[config.mk]
export PLATFORM = sky130hd
export DESIGN_NAME = pu_stream_feeder
export DESIGN_NICKNAME = d
export VERILOG_FILES = /design/src/rtl/pu_stream_feeder.sv
export SDC_FILE = /design/constraint.sdc
export NUM_CORES = 1
export LEC_CHECK = 0
export BUFFER_PORTS_ARGS = -buffer_cell sky130_fd_sc_hd__buf_2
export CORE_AREA = 10 10 112 89
export DETAILED_ROUTE_END_ITERATION = 8
export DIE_AREA = 0 0 122 99
export PLACE_DENSITY = 0.86
export REMOVE_ABC_BUFFERS = 1
export SYNTH_ARGS = -nofsm -noshare
export SYNTH_HDL_FRONTEND = slang
export SYNTH_SLANG_ARGS = --single-unit
[constraint.sdc]
create_clock -name clk_i -period 2.8 [get_ports clk_i]
set_input_delay 0.14 -clock clk_i [delete_from_list [all_inputs] [get_ports clk_i]]
set_output_delay 0.14 -clock clk_i [all_outputs]
set_load 0.05 [all_outputs]
[src/rtl/pu_stream_feeder.sv]
// -----------------------------------------------------------------------------
// pu_stream_feeder
//   Feeds the input side of the 8-MAC processing unit for one output tile.
//   On an accepted start it reads K X-column words and K weight bytes from the
//   X/W buffers (addresses 0..K-1), registers the returned data once and
//   streams it to the PU on din_o/win_o qualified by valid_o. It also produces
//   the PU accumulate strobe (pu_clear_o), the PU result-latch strobe
//   (pu_done_o) and a tile completion pulse (done_o).
//
// Ports
//   clk_i       clock, rising edge
//   rstn_i      asynchronous active-low reset
//   start_i     tile start request, honoured only in IDLE
//   k_len_i     reduction length, sampled on an accepted start
//   x_rden_o    X buffer read enable
//   x_addr_o    X buffer read address
//   x_data_i    X buffer read data, one cycle after x_rden_o
//   w_rden_o    W buffer read enable
//   w_addr_o    W buffer read address
//   w_data_i    W buffer read data, one cycle after w_rden_o
//   en_o        PU enable (same as busy_o)
//   valid_o     PU valid, din_o/win_o meaningful
//   pu_clear_o  PU accumulate strobe (valid_o delayed by MAC_LAT)
//   pu_done_o   PU result-latch strobe, 1-cycle pulse
//   din_o       X word to the PU
//   win_o       weight to the PU
//   busy_o      high in every state other than IDLE
//   done_o      tile complete, 1-cycle pulse
// -----------------------------------------------------------------------------
module pu_stream_feeder #(
    parameter int unsigned DATA_WIDTH   = 8,
    parameter int unsigned WEIGHT_WIDTH = 8,
    parameter int unsigned MAC_NUM      = 8,
    parameter int unsigned ADDR_WIDTH   = 4,
    parameter int unsigned MAC_LAT      = 1
) (
    input  logic                            clk_i,
    input  logic                            rstn_i,
    input  logic                            start_i,
    input  logic [ADDR_WIDTH:0]             k_len_i,
    output logic                            x_rden_o,
    output logic [ADDR_WIDTH-1:0]           x_addr_o,
    input  logic [DATA_WIDTH*MAC_NUM-1:0]   x_data_i,
    output logic                            w_rden_o,
    output logic [ADDR_WIDTH-1:0]           w_addr_o,
    input  logic [WEIGHT_WIDTH-1:0]         w_data_i,
    output logic                            en_o,
    output logic                            valid_o,
    output logic                            pu_clear_o,
    output logic                            pu_done_o,
    output logic [DATA_WIDTH*MAC_NUM-1:0]   din_o,
    output logic [WEIGHT_WIDTH-1:0]         win_o,
    output logic                            busy_o,
    output logic                            done_o
);

    localparam int unsigned         K_MAX_I = 2 ** ADDR_WIDTH;
    localparam logic [ADDR_WIDTH:0] K_MAX   = K_MAX_I[ADDR_WIDTH:0];
    // every shift-register stage except the one driving pu_clear_o
    localparam logic [MAC_LAT-1:0]  SR_EARLY_MASK = {MAC_LAT{1'b1}} >> 1;

    typedef enum logic [1:0] {
        ST_IDLE  = 2'd0,
        ST_RUN   = 2'd1,
        ST_DRAIN = 2'd2,
        ST_FIN   = 2'd3
    } state_t;

    state_t                          r_state;
    state_t                          w_state_nxt;

    logic [ADDR_WIDTH:0]             r_k;
    logic [ADDR_WIDTH:0]             r_cnt;
    logic                            r_rden;
    logic [ADDR_WIDTH-1:0]           r_addr;
    logic                            r_rd_d1;
    logic                            r_valid;
    logic [DATA_WIDTH*MAC_NUM-1:0]   r_din;
    logic [WEIGHT_WIDTH-1:0]         r_win;
    logic [MAC_LAT-1:0]              r_clr_sr;
    logic                            r_pu_done;
    logic                            r_done;
    logic                            r_zero_pend;

    logic                            w_accept;
    logic                            w_last_rd;
    logic                            w_last_clr;
    logic                            w_pipe_early;
    logic [ADDR_WIDTH:0]             w_k_clamp;
    logic                            w_rden_nxt;
    logic                            w_pu_done_nxt;
    logic                            w_done_nxt;
    logic                            w_zero_nxt;
    logic                            w_busy;

    // A start is ignored while a zero-length completion is still pending or
    // being signalled, so a start coinciding with done_o is never taken.
    assign w_accept   = (r_state == ST_IDLE) && start_i && !r_done && !r_zero_pend;
    assign w_k_clamp  = (k_len_i > K_MAX) ? K_MAX : k_len_i;
    assign w_last_rd  = (r_cnt == (r_k - 1'b1));

    // Last accumulate strobe is on the PU when pu_clear_o is high and nothing
    // remains further up the read/data/valid/clear pipeline.
    assign w_pipe_early = r_rden || r_rd_d1 || r_valid || (|(r_clr_sr & SR_EARLY_MASK));
    assign w_last_clr   = r_clr_sr[MAC_LAT-1] && !w_pipe_early;

    // ---------------------------------------------------------------- state
    always_ff @(posedge clk_i or negedge rstn_i) begin
        if (!rstn_i) begin
            r_state <= ST_IDLE;
        end else begin
            r_state <= w_state_nxt;
        end
    end

    // ----------------------------------------------------------- next state
    always_comb begin
        w_state_nxt = r_state;
        case (r_state)
            ST_IDLE:  if (w_accept && (k_len_i != '0)) w_state_nxt = ST_RUN;
            ST_RUN:   if (w_last_rd)                   w_state_nxt = ST_DRAIN;
            ST_DRAIN: if (w_last_clr)                  w_state_nxt = ST_FIN;
            ST_FIN:   if (r_done)                      w_state_nxt = ST_IDLE;
            default:                                   w_state_nxt = ST_IDLE;
        endcase
    end

    // -------------------------------------------------------- output decode
    always_comb begin
        w_busy        = (r_state != ST_IDLE);
        w_rden_nxt    = (r_state == ST_RUN);
        w_pu_done_nxt = (r_state == ST_DRAIN) && w_last_clr;
        w_zero_nxt    = w_accept && (k_len_i == '0);
        // FIN is entered together with pu_done_o; done_o follows one cycle later
        w_done_nxt    = r_zero_pend || ((r_state == ST_FIN) && r_pu_done);
    end

    // ------------------------------------------------ control registers
    always_ff @(posedge clk_i or negedge rstn_i) begin
        if (!rstn_i) begin
            r_k         <= '0;
            r_cnt       <= '0;
            r_rden      <= 1'b0;
            r_addr      <= '0;
            r_pu_done   <= 1'b0;
            r_done      <= 1'b0;
            r_zero_pend <= 1'b0;
        end else begin
            if (w_accept) begin
                r_k   <= w_k_clamp;
                r_cnt <= '0;
            end else if (r_state == ST_RUN) begin
                r_cnt <= r_cnt + 1'b1;
            end
            r_rden      <= w_rden_nxt;
            r_addr      <= w_rden_nxt ? r_cnt[ADDR_WIDTH-1:0] : '0;
            r_pu_done   <= w_pu_done_nxt;
            r_done      <= w_done_nxt;
            r_zero_pend <= w_zero_nxt;
        end
    end

    // ------------------------------------------------------------ datapath
    // r_rd_d1 marks the cycle in which the buffers present the read data;
    // that data is captured once into din/win together with valid.
    always_ff @(posedge clk_i or negedge rstn_i) begin
        if (!rstn_i) begin
            r_rd_d1  <= 1'b0;
            r_valid  <= 1'b0;
            r_din    <= '0;
            r_win    <= '0;
            r_clr_sr <= '0;
        end else begin
            r_rd_d1  <= r_rden;
            r_valid  <= r_rd_d1;
            r_din    <= r_rd_d1 ? x_data_i : '0;
            r_win    <= r_rd_d1 ? w_data_i : '0;
            r_clr_sr <= MAC_LAT'({r_clr_sr, r_valid});
        end
    end

    assign x_rden_o   = r_rden;
    assign w_rden_o   = r_rden;
    assign x_addr_o   = r_addr;
    assign w_addr_o   = r_addr;
    assign valid_o    = r_valid;
    assign din_o      = r_din;
    assign win_o      = r_win;
    assign pu_clear_o = r_clr_sr[MAC_LAT-1];
    assign pu_done_o  = r_pu_done;
    assign done_o     = r_done;
    assign busy_o     = w_busy;
    assign en_o       = w_busy;

endmodule
==> out/results.txt, run 1 <==
The die height was 99 um. On the critical path the largest part of the delay comes from compound AO/OA/AOI/OAI gates. The clock tree root buffer cell is sky130_fd_sc_hd__clkbuf_8. The floorplan step defined a core boundary enclosing 7742 um^2. The end point of the worst hold path was din_o[10]. The cell count of the worst reg-to-reg path was 7; the clock-pin slew of the registers on the worst-case setup and hold paths was 100 ps. The required time of the critical path is 3030 ps, and the synthesized instance count is 258. VDD sags by at most 0.0005705 V. Detailed placement ended at an HPWL of 6603 um. The switching fraction of total power was 46.85%. The synthesis-stage register bit count is 95.

The tools report the overall die area as 12,080 um^2. The logs give 2,668 for the via total after detailed routing and 68.00% for the end-of-flow core utilization. The first global-routing pass estimated 15,660 um of wire. For this block, the initial DRC count from the detailed router was 127. In this run the tightest slew margin relative to its limit is 60.54%.

Instance count along the most critical hold path: 2. The run gives 0 as the number of antenna violations at the first check in global routing. After detailed routing, the average wire length per cell comes to 16.39 um.

The area fraction of the dominant cell type after synthesis is 69.22%, and the share of power burned in registers is 35.1%. The count of final hold-check violations was 0; the warning count from the yosys run was 0. During I/O placement, the number of pins put on the boundary was 168.

Post-synthesis cell type with the largest combined area: sky130_fd_sc_hd__dfrtp_1. Setup violations remaining at the end of the flow were counted as 0. For this design, the sink count on the clock tree is 95. Total detailed-routing wirelength: 9883 um. Summed over all failing endpoints, the final setup total negative slack is 0 ps. The share of final-layout standard cells stronger than drive strength 1 works out to 37.75%. The endpoint identified for the worst register-to-register timing path is r_state[1]. The startpoint identified for the worst hold timing path is x_data_i[10]. By area the synthesized netlist is led by sky130_fd_sc_hd__dfrtp_1 69%, sky130_fd_sc_hd__and2_1 14%, sky130_fd_sc_hd__ha_1 2.6%. The tools report the kind of capture point of the worst setup path as a flop. The maximum net fanout on the critical path was 15; the number of distinct library cell variants in the gate-level netlist after synthesis was 31. The cell area that synthesis handed to floorplanning was 3435 um^2. The power dissipated by switching net loads came out at 2.582 mW. The worst setup path is launched from a flop. The worst path in the final design needs a cycle of 2317 ps, including I/O delays and setup.

Averaged over all synthesized cells, the footprint is 13.31 um^2. For the post-detailed-route DRC marker count, the log shows 0. TritonCTS built the clock tree.

On the worst path, the slowest cell contributes a delay of 430 ps. STA puts the critical path data arrival time at 2540 ps. Across all register-to-register paths, the minimum setup slack is 480 ps. After the last flow step, the layout net total stands at 580. The final critical path takes up 82.74% of the cycle.

After detailed routing, the number of vias per cell comes to 4.425. The buffer levels on the longest clock path is 2, and the count of inserted antenna diode cells is 0. The first detailed-routing pass took 4 iterations. The slew of the pin with the lowest slew margin came out at 591.9 ps.

The library cells used most frequently in the layout, excluding fill and tap cells, are 166 x sky130_fd_sc_hd__buf_2, 95 x sky130_fd_sc_hd__dfrtp_1, 77 x sky130_fd_sc_hd__and2_1, 71 x sky130_fd_sc_hd__dlygate4sd3_1. The tools report the cell-internal power as 2.929 mW. The row count is 28. Combinational cells account for 47.9% of the total power. At the end of routability-driven placement, the weighted congestion stood at 0.7783. The startpoint identified for the worst register-to-register timing path is r_state[0]. The tool flagged a number of max-cap violations equal to 0. The share of power burned in the clock network is 17.0%. The run finished with clean final reports.

The clock reaches the later pin of the worst-skew pair after 350 ps. The largest individual stage delay along the critical path comes from the cell sky130_fd_sc_hd__and4bb_2. The die width is 122 um, and the final antenna-violating net count is 0.

The area overhead of the layout relative to synthesis came out at 53.30%. Buffers inserted during clock tree synthesis total 9. The post-cts hold buffer count is 69.

For the post-route clock skew, the log shows 13.48 ps. Dividing total power by cell area gives a power density of 1047 nW/um^2. The library cell used most frequently in the layout, excluding fill and tap cells, is sky130_fd_sc_hd__buf_2. The critical path is of the reg -> reg type. The initial utilization of the core area, before any placement, comes to 44.36%. Setup repair after global routing left no endpoint under its margin. The worst hold path belongs to the class in -> reg.

Across every metal layer, demand over resource in global routing totals 16.64%. The run gives 0 as the count of cells resized by post-cts repair. The depth of the CTS H-tree came out at 3. The tools report the largest net degree at the start of global routing as 74. The critical path goes through inv_1 -> ha_1 -> and4bb_2 -> o31ai_1 -> a222oi_1 -> a21boi_2 -> mux2_1. The number of buffers added for setup after CTS came out at 0. The layout has 538 filler cells.

The leakage power total was 2.881 nW; the count of port buffers added during placement was 167. The number of pins exceeding their max-slew limit in the final report was 0; the number of global-route vias before repair was 3,005. The achievable frequency is 431.6 MHz. Number of buffers and inverters on the critical path: 1. The logs give 69.22% for the share of synthesized area occupied by flip-flops and latches and 0 for the total congestion overflow.
==> power groups by stage <==
stage          combinational [mW]  clock [mW]  sequential [mW]
4_1_cts                      2.66       0.968             1.94
5_1_grt                      2.83        1.02             1.98
2_1_floorplan               0.641           0             3.20
3_3_place_gp                 2.53           0             1.94
3_5_place_dp                 2.57           0             1.96
6_report                     2.64       0.935             1.94
==> per-stage QoR <==
stage                     setup slack, ps  area, um^2  cells  hold WS (ps)  power (mW)
after floorplan                     434.9        3344    242        -155.6       3.842
after global placement              655.2        4342    516         177.8       4.464
after detailed placement            532.2        4342    516         177.4       4.539
after CTS                           491.6        5245    601        0.2473       5.563
after global routing                246.0        5265    603        0.2643       5.829
final                               483.2        5265    603         16.73       5.511
==> synthesized netlist by cell type <==
cell	n
sky130_fd_sc_hd__nor3b_1	2
sky130_fd_sc_hd__dfrtp_1	95
sky130_fd_sc_hd__mux2i_1	2
sky130_fd_sc_hd__xnor2_1	5
sky130_fd_sc_hd__nor4_1	1
sky130_fd_sc_hd__inv_1	10
sky130_fd_sc_hd__clkbuf_1	9
sky130_fd_sc_hd__buf_4	6
sky130_fd_sc_hd__mux2_1	1
sky130_fd_sc_hd__o21ai_0	4
sky130_fd_sc_hd__nor2_1	9
sky130_fd_sc_hd__or3_1	1
sky130_fd_sc_hd__xor2_1	4
sky130_fd_sc_hd__o31a_1	1
sky130_fd_sc_hd__o31ai_1	1
sky130_fd_sc_hd__and4bb_2	1
sky130_fd_sc_hd__nand4_1	1
sky130_fd_sc_hd__and4_1	1
sky130_fd_sc_hd__a222oi_1	1
sky130_fd_sc_hd__o2111ai_1	1
sky130_fd_sc_hd__ha_1	7
sky130_fd_sc_hd__nand3_1	2
sky130_fd_sc_hd__nand3b_1	4
sky130_fd_sc_hd__nand2_1	6
sky130_fd_sc_hd__nor3_1	1
sky130_fd_sc_hd__a21boi_2	1
sky130_fd_sc_hd__and2_1	77
sky130_fd_sc_hd__a211oi_1	1
sky130_fd_sc_hd__or4b_4	1
sky130_fd_sc_hd__buf_6	1
sky130_fd_sc_hd__and3_1	1
==> kinds of logic (layout without fill, tap and decap cells) <==
kind of cell	after synthesis	count (layout)	synth area share, %
adders and majority gates	7	7	2.550
AOI/OAI and AO/OA	10	10	2.150
buffers and inverters	26	266	3.716
xor gates and xnor gates	9	9	2.295
DFF	95	95	69.22
and+or+nand+nor	108	108	19.16
muxes	3	3	0.9107
==> layout make-up <==
class                           count  area [um^2]  area share (%)
Inverter                           10        37.54          0.7129
Sequential cell                    95         2377           45.15
Multi-Input combinational cell    137        929.6           17.66
Clock buffer                       10        137.6           2.614
Clock inverter                      6        75.07           1.426
Timing Repair Buffer              240         1577           29.94
Tap cell                          105        131.4           2.495
==> state kept, by name, summed over array words and instances (netlist names), 2 cells and up <==
name      cells
r_k           5
w_addr_o      4
r_cnt         5
win_o         8
din_o        64
r_state       2
==> layer usage <==
| metal | GRT usage (%) | part of all wire [%] | vias to the layer above |
|---|---|---|---|
| met5 | 0 | 0 | - |
| met4 | 5.947 | 1.7 | 0 |
| met3 | 7.697 | 10 | 12 |
| met2 | 30.00 | 53 | 106 |
| met1 | 16.29 | 35 | 1270 |
| li1 | - | - | 1280 |
==> worst max-delay path by stage <==
stage,start,endpoint,slack (ps),depth (start not counted)
detailed placement,r_state[0],r_state[1],530,7
CTS,r_state[0],r_state[1],490,7
global route,r_state[0],r_state[1],250,7
finish,r_state[0],r_state[1],480,7
floorplan,r_rd_d1,r_state[1],430,4
global placement,r_state[0],r_state[1],660,7
Power figures use the tool's default switching activity.
==> run 2: changes to the inputs <==
clock period = 2.3 ns   (was 2.8 ns; I/O delays follow)
==> run 2 against run 1 <==
  * Non-clock buffer count up 6
  * Setup slack got worse by 240 ps
  * Power is 25% higher
  * Clock skew fell by 4.3 ps
  * Worst hold slack gained 16 ps
  * Combinational power up 23%
  * Final cell count is 1.0% higher
  * Highest routed layer unchanged
  * Global-route usage rose by 0.38 points
==> out/results.txt, run 2 (synthesis results as in run 1) <==
The run finished with clean final reports. The number of global-route vias before repair was 3,080 (was 3,005). The maximum net fanout on the critical path is 4 (was 15), and the placement-stage cell area is 4349 um^2 (was 4342 um^2). The number of flip-flops under the largest register name was 64 (unchanged). The clock-pin slew of the registers on the worst-case setup and hold paths was 80 ps (was 100 ps); the worst IR drop on VDD was 0.0006475 V (was 0.0005705 V).

For the via total after detailed routing, the log shows 2,719 (was 2,668). The slew of the pin with the lowest slew margin is 609.3 ps (was 591.9 ps). Most frequent standard cell in the layout excluding fill and tap cells: sky130_fd_sc_hd__buf_2 (unchanged). The tools report the row count as 28 (unchanged). The required time of the critical path is 2530 ps (was 3030 ps). Number of buffers and inverters on the critical path: 1 (unchanged). The kind of cell adding the most delay to the critical path is compound AO/OA/AOI/OAI gates (unchanged). Class of the most critical hold timing path: in -> reg (unchanged). The tools report the end-of-flow core utilization as 69.18% (was 68.00%). The critical register-to-register path startpoint was r_state[0] (unchanged).

The count of port buffers added during placement came out at 167 (unchanged). The starting utilization of the core area was 44.36% (unchanged); the number of buffers added for setup after CTS was 0 (unchanged). Endpoint of the worst-slack reg-to-reg timing path: r_state[1] (unchanged).

The instance count along the most critical hold path came out at 3 (was 2). For the post-route clock skew, the log shows 9.177 ps (was 13.48 ps). For the achievable frequency, the log shows 486.8 MHz (was 431.6 MHz). Most frequent cells in the layout: 166 x sky130_fd_sc_hd__buf_2, 95 x sky130_fd_sc_hd__dfrtp_1, 77 x sky130_fd_sc_hd__and2_1, 76 x sky130_fd_sc_hd__dlygate4sd3_1 (was 166 x sky130_fd_sc_hd__buf_2, 95 x sky130_fd_sc_hd__dfrtp_1, 77 x sky130_fd_sc_hd__and2_1, 71 x sky130_fd_sc_hd__dlygate4sd3_1). The total congestion overflow is 0 (unchanged). TritonCTS built the clock tree. The logs give 350 ps (about the same) for the clock latency of the later-clocked register in the worst-skew pair and 7742 um^2 (unchanged) for the core area. The power density over the cells is 1287 nW/um^2 (was 1047 nW/um^2). Setup repair after global routing left no endpoint under its margin. The post-detailed-route DRC marker count is 0 (unchanged), and the portion of the clock cycle consumed by the worst path in the final layout is 89.31% (was 82.74%). The shortest period the worst path allows was 2054 ps (was 2317 ps). The run gives 168 (unchanged) as the total I/O pin count. Start point of the worst min-delay path: k_len_i[0] (was x_data_i[10]). The half-perimeter wire length of the detailed placement result is 6639 um (was 6603 um), and the number of optimization iterations in the first detailed-route pass is 4 (unchanged). Global placer's final weighted congestion: 0.8135 (was 0.7783). For the worst hold slack after final layout, the log shows 32.86 ps (was 16.73 ps). The number of pins exceeding their max-slew limit in the final report is 0 (unchanged). Total setup violations reported at the end of the flow: 0 (unchanged).

Class of the most critical setup path: reg -> reg (unchanged). The total detailed-routing wirelength is 10,140 um (was 9883 um). The die height was 99 um (unchanged). The worst-case register-to-register setup slack came out at 250 ps (was 480 ps). The run gives 105 (was 127) as the starting DRC count in detailed routing. The post-detailed-route via-to-cell ratio is 4.465 (was 4.425), and the number of maximum-capacitance constraint violations is 0 (unchanged). The area overhead of the layout relative to synthesis was 55.96% (was 53.30%).

The total number of nets in the final design came out at 586 (was 580). Cell breakdown of the critical path: inv_1 -> ha_1 -> and4bb_2 -> o31ai_1 -> a222oi_1 -> a21boi_2 -> mux2_1 (unchanged). The non-filler instance count after layout was 609 (was 603). The run gives 1 (was 0) as the number of antenna violations at the first check in global routing. The run gives 17.02% (was 16.64%) as the total global-route track usage. The number of buffers inserted during clock tree synthesis is 9 (unchanged), and the buffer levels on the longest clock path is 2 (unchanged). The run gives 12,080 um^2 (unchanged) as the overall die area. End point of the worst hold path: r_k[0] (was din_o[10]). The run gives 0 (unchanged) as the final antenna-violating net count. The run gives 59.38% (was 60.54%) as the remaining max-slew budget at the tightest pin. The run gives 16,080 um (was 15,660 um) as the first-pass GRT wire length. The tools report the kind of capture point of the worst setup path as a flop (unchanged). The clock sink count was 95 (unchanged); the highest cell delay on the worst timing path was 410 ps (was 430 ps). Clock tree root buffer cell: sky130_fd_sc_hd__clkbuf_8 (unchanged). Slowest cell on the critical path: sky130_fd_sc_hd__dfrtp_1 (was sky130_fd_sc_hd__and4bb_2).

The leakage power total is 2.921 nW (was 2.881 nW), and the cell count of the worst reg-to-reg path is 7 (unchanged). The routed wirelength normalized by instance count came out at 16.64 um (was 16.39 um). The depth of the CTS H-tree was 3 (unchanged); the count of final hold-check violations was 0 (unchanged).

The run gives 5356 um^2 (was 5265 um^2) as the area of all placed cells without fillers. The run gives 74 (unchanged) as the largest net degree at the start of global routing. Category of the worst setup path launch point: a flop (unchanged).

The die width was 122 um (unchanged); the count of placed standard cells including taps was 517 (was 516). The critical path data arrival time is 2280 ps (was 2540 ps). The share of final-layout standard cells stronger than drive strength 1 came out at 37.38% (was 37.75%).
## run 2: repair_timing
| item | in CTS | in global routing |
|---|---|---|
| setup endpoints to repair | 0 | 0 |
| hold endpoints to repair | 121 | 0 |
| resized for setup | 0 | 0 |
| hold buffers | 76 | 0 |
## run 2: through the flow
step	setup slack, ps	power, mW	TNS [ps]
4_1_cts	232.9	6.954	0
5_1_grt	54.08	7.274	0
3_5_place_dp	269.2	5.551	0
6_report	246.0	6.893	0
2_1_floorplan	-65.06	4.678	-65.06
3_3_place_gp	396.7	5.442	0
## run 2: worst max-delay path by stage
stage / startpoint / end / slack, ps / cells past startpoint
2_1_floorplan: r_rd_d1 / r_state[1] / -70 / 4
3_3_place_gp: r_state[0] / r_state[1] / 400 / 7
3_5_place_dp: r_state[0] / r_state[1] / 270 / 7
4_1_cts: r_state[0] / r_state[1] / 230 / 7
5_1_grt: r_state[0] / r_state[1] / 50 / 7
6_report: r_state[0] / r_state[1] / 250 / 7
## run 2: worst min-delay path, delay by kind of cell
kind                   cells  cell delay (ps)
buffers and inverters      1               80
AO/OA/AOI/OAI              1               70
AND/OR/NAND/NOR            1               70
## run 2: layer usage
layer / global-route usage [%] / wire, um
met1: 16.50 / 3431
met2: 30.66 / 5418
met3: 7.697 / 1052
met4: 6.862 / 233
met5: 0 / 0
## run 2: final cells by class
class,count,area [um^2]
tap,105,131.4
fill,530,2386
antenna,1,2.502
sequential,95,2377
inverter,10,37.54
clock inverter,5,106.4
timing repair buffer,246,1634
multi-input combinational,137,929.6
clock buffer,10,137.6
## run 2: report_power, final
group          total [mW]  switching, mW  internal, mW
registers            2.37          0.224          2.14
clock network        1.29          0.543         0.747
logic                3.24           2.35         0.888
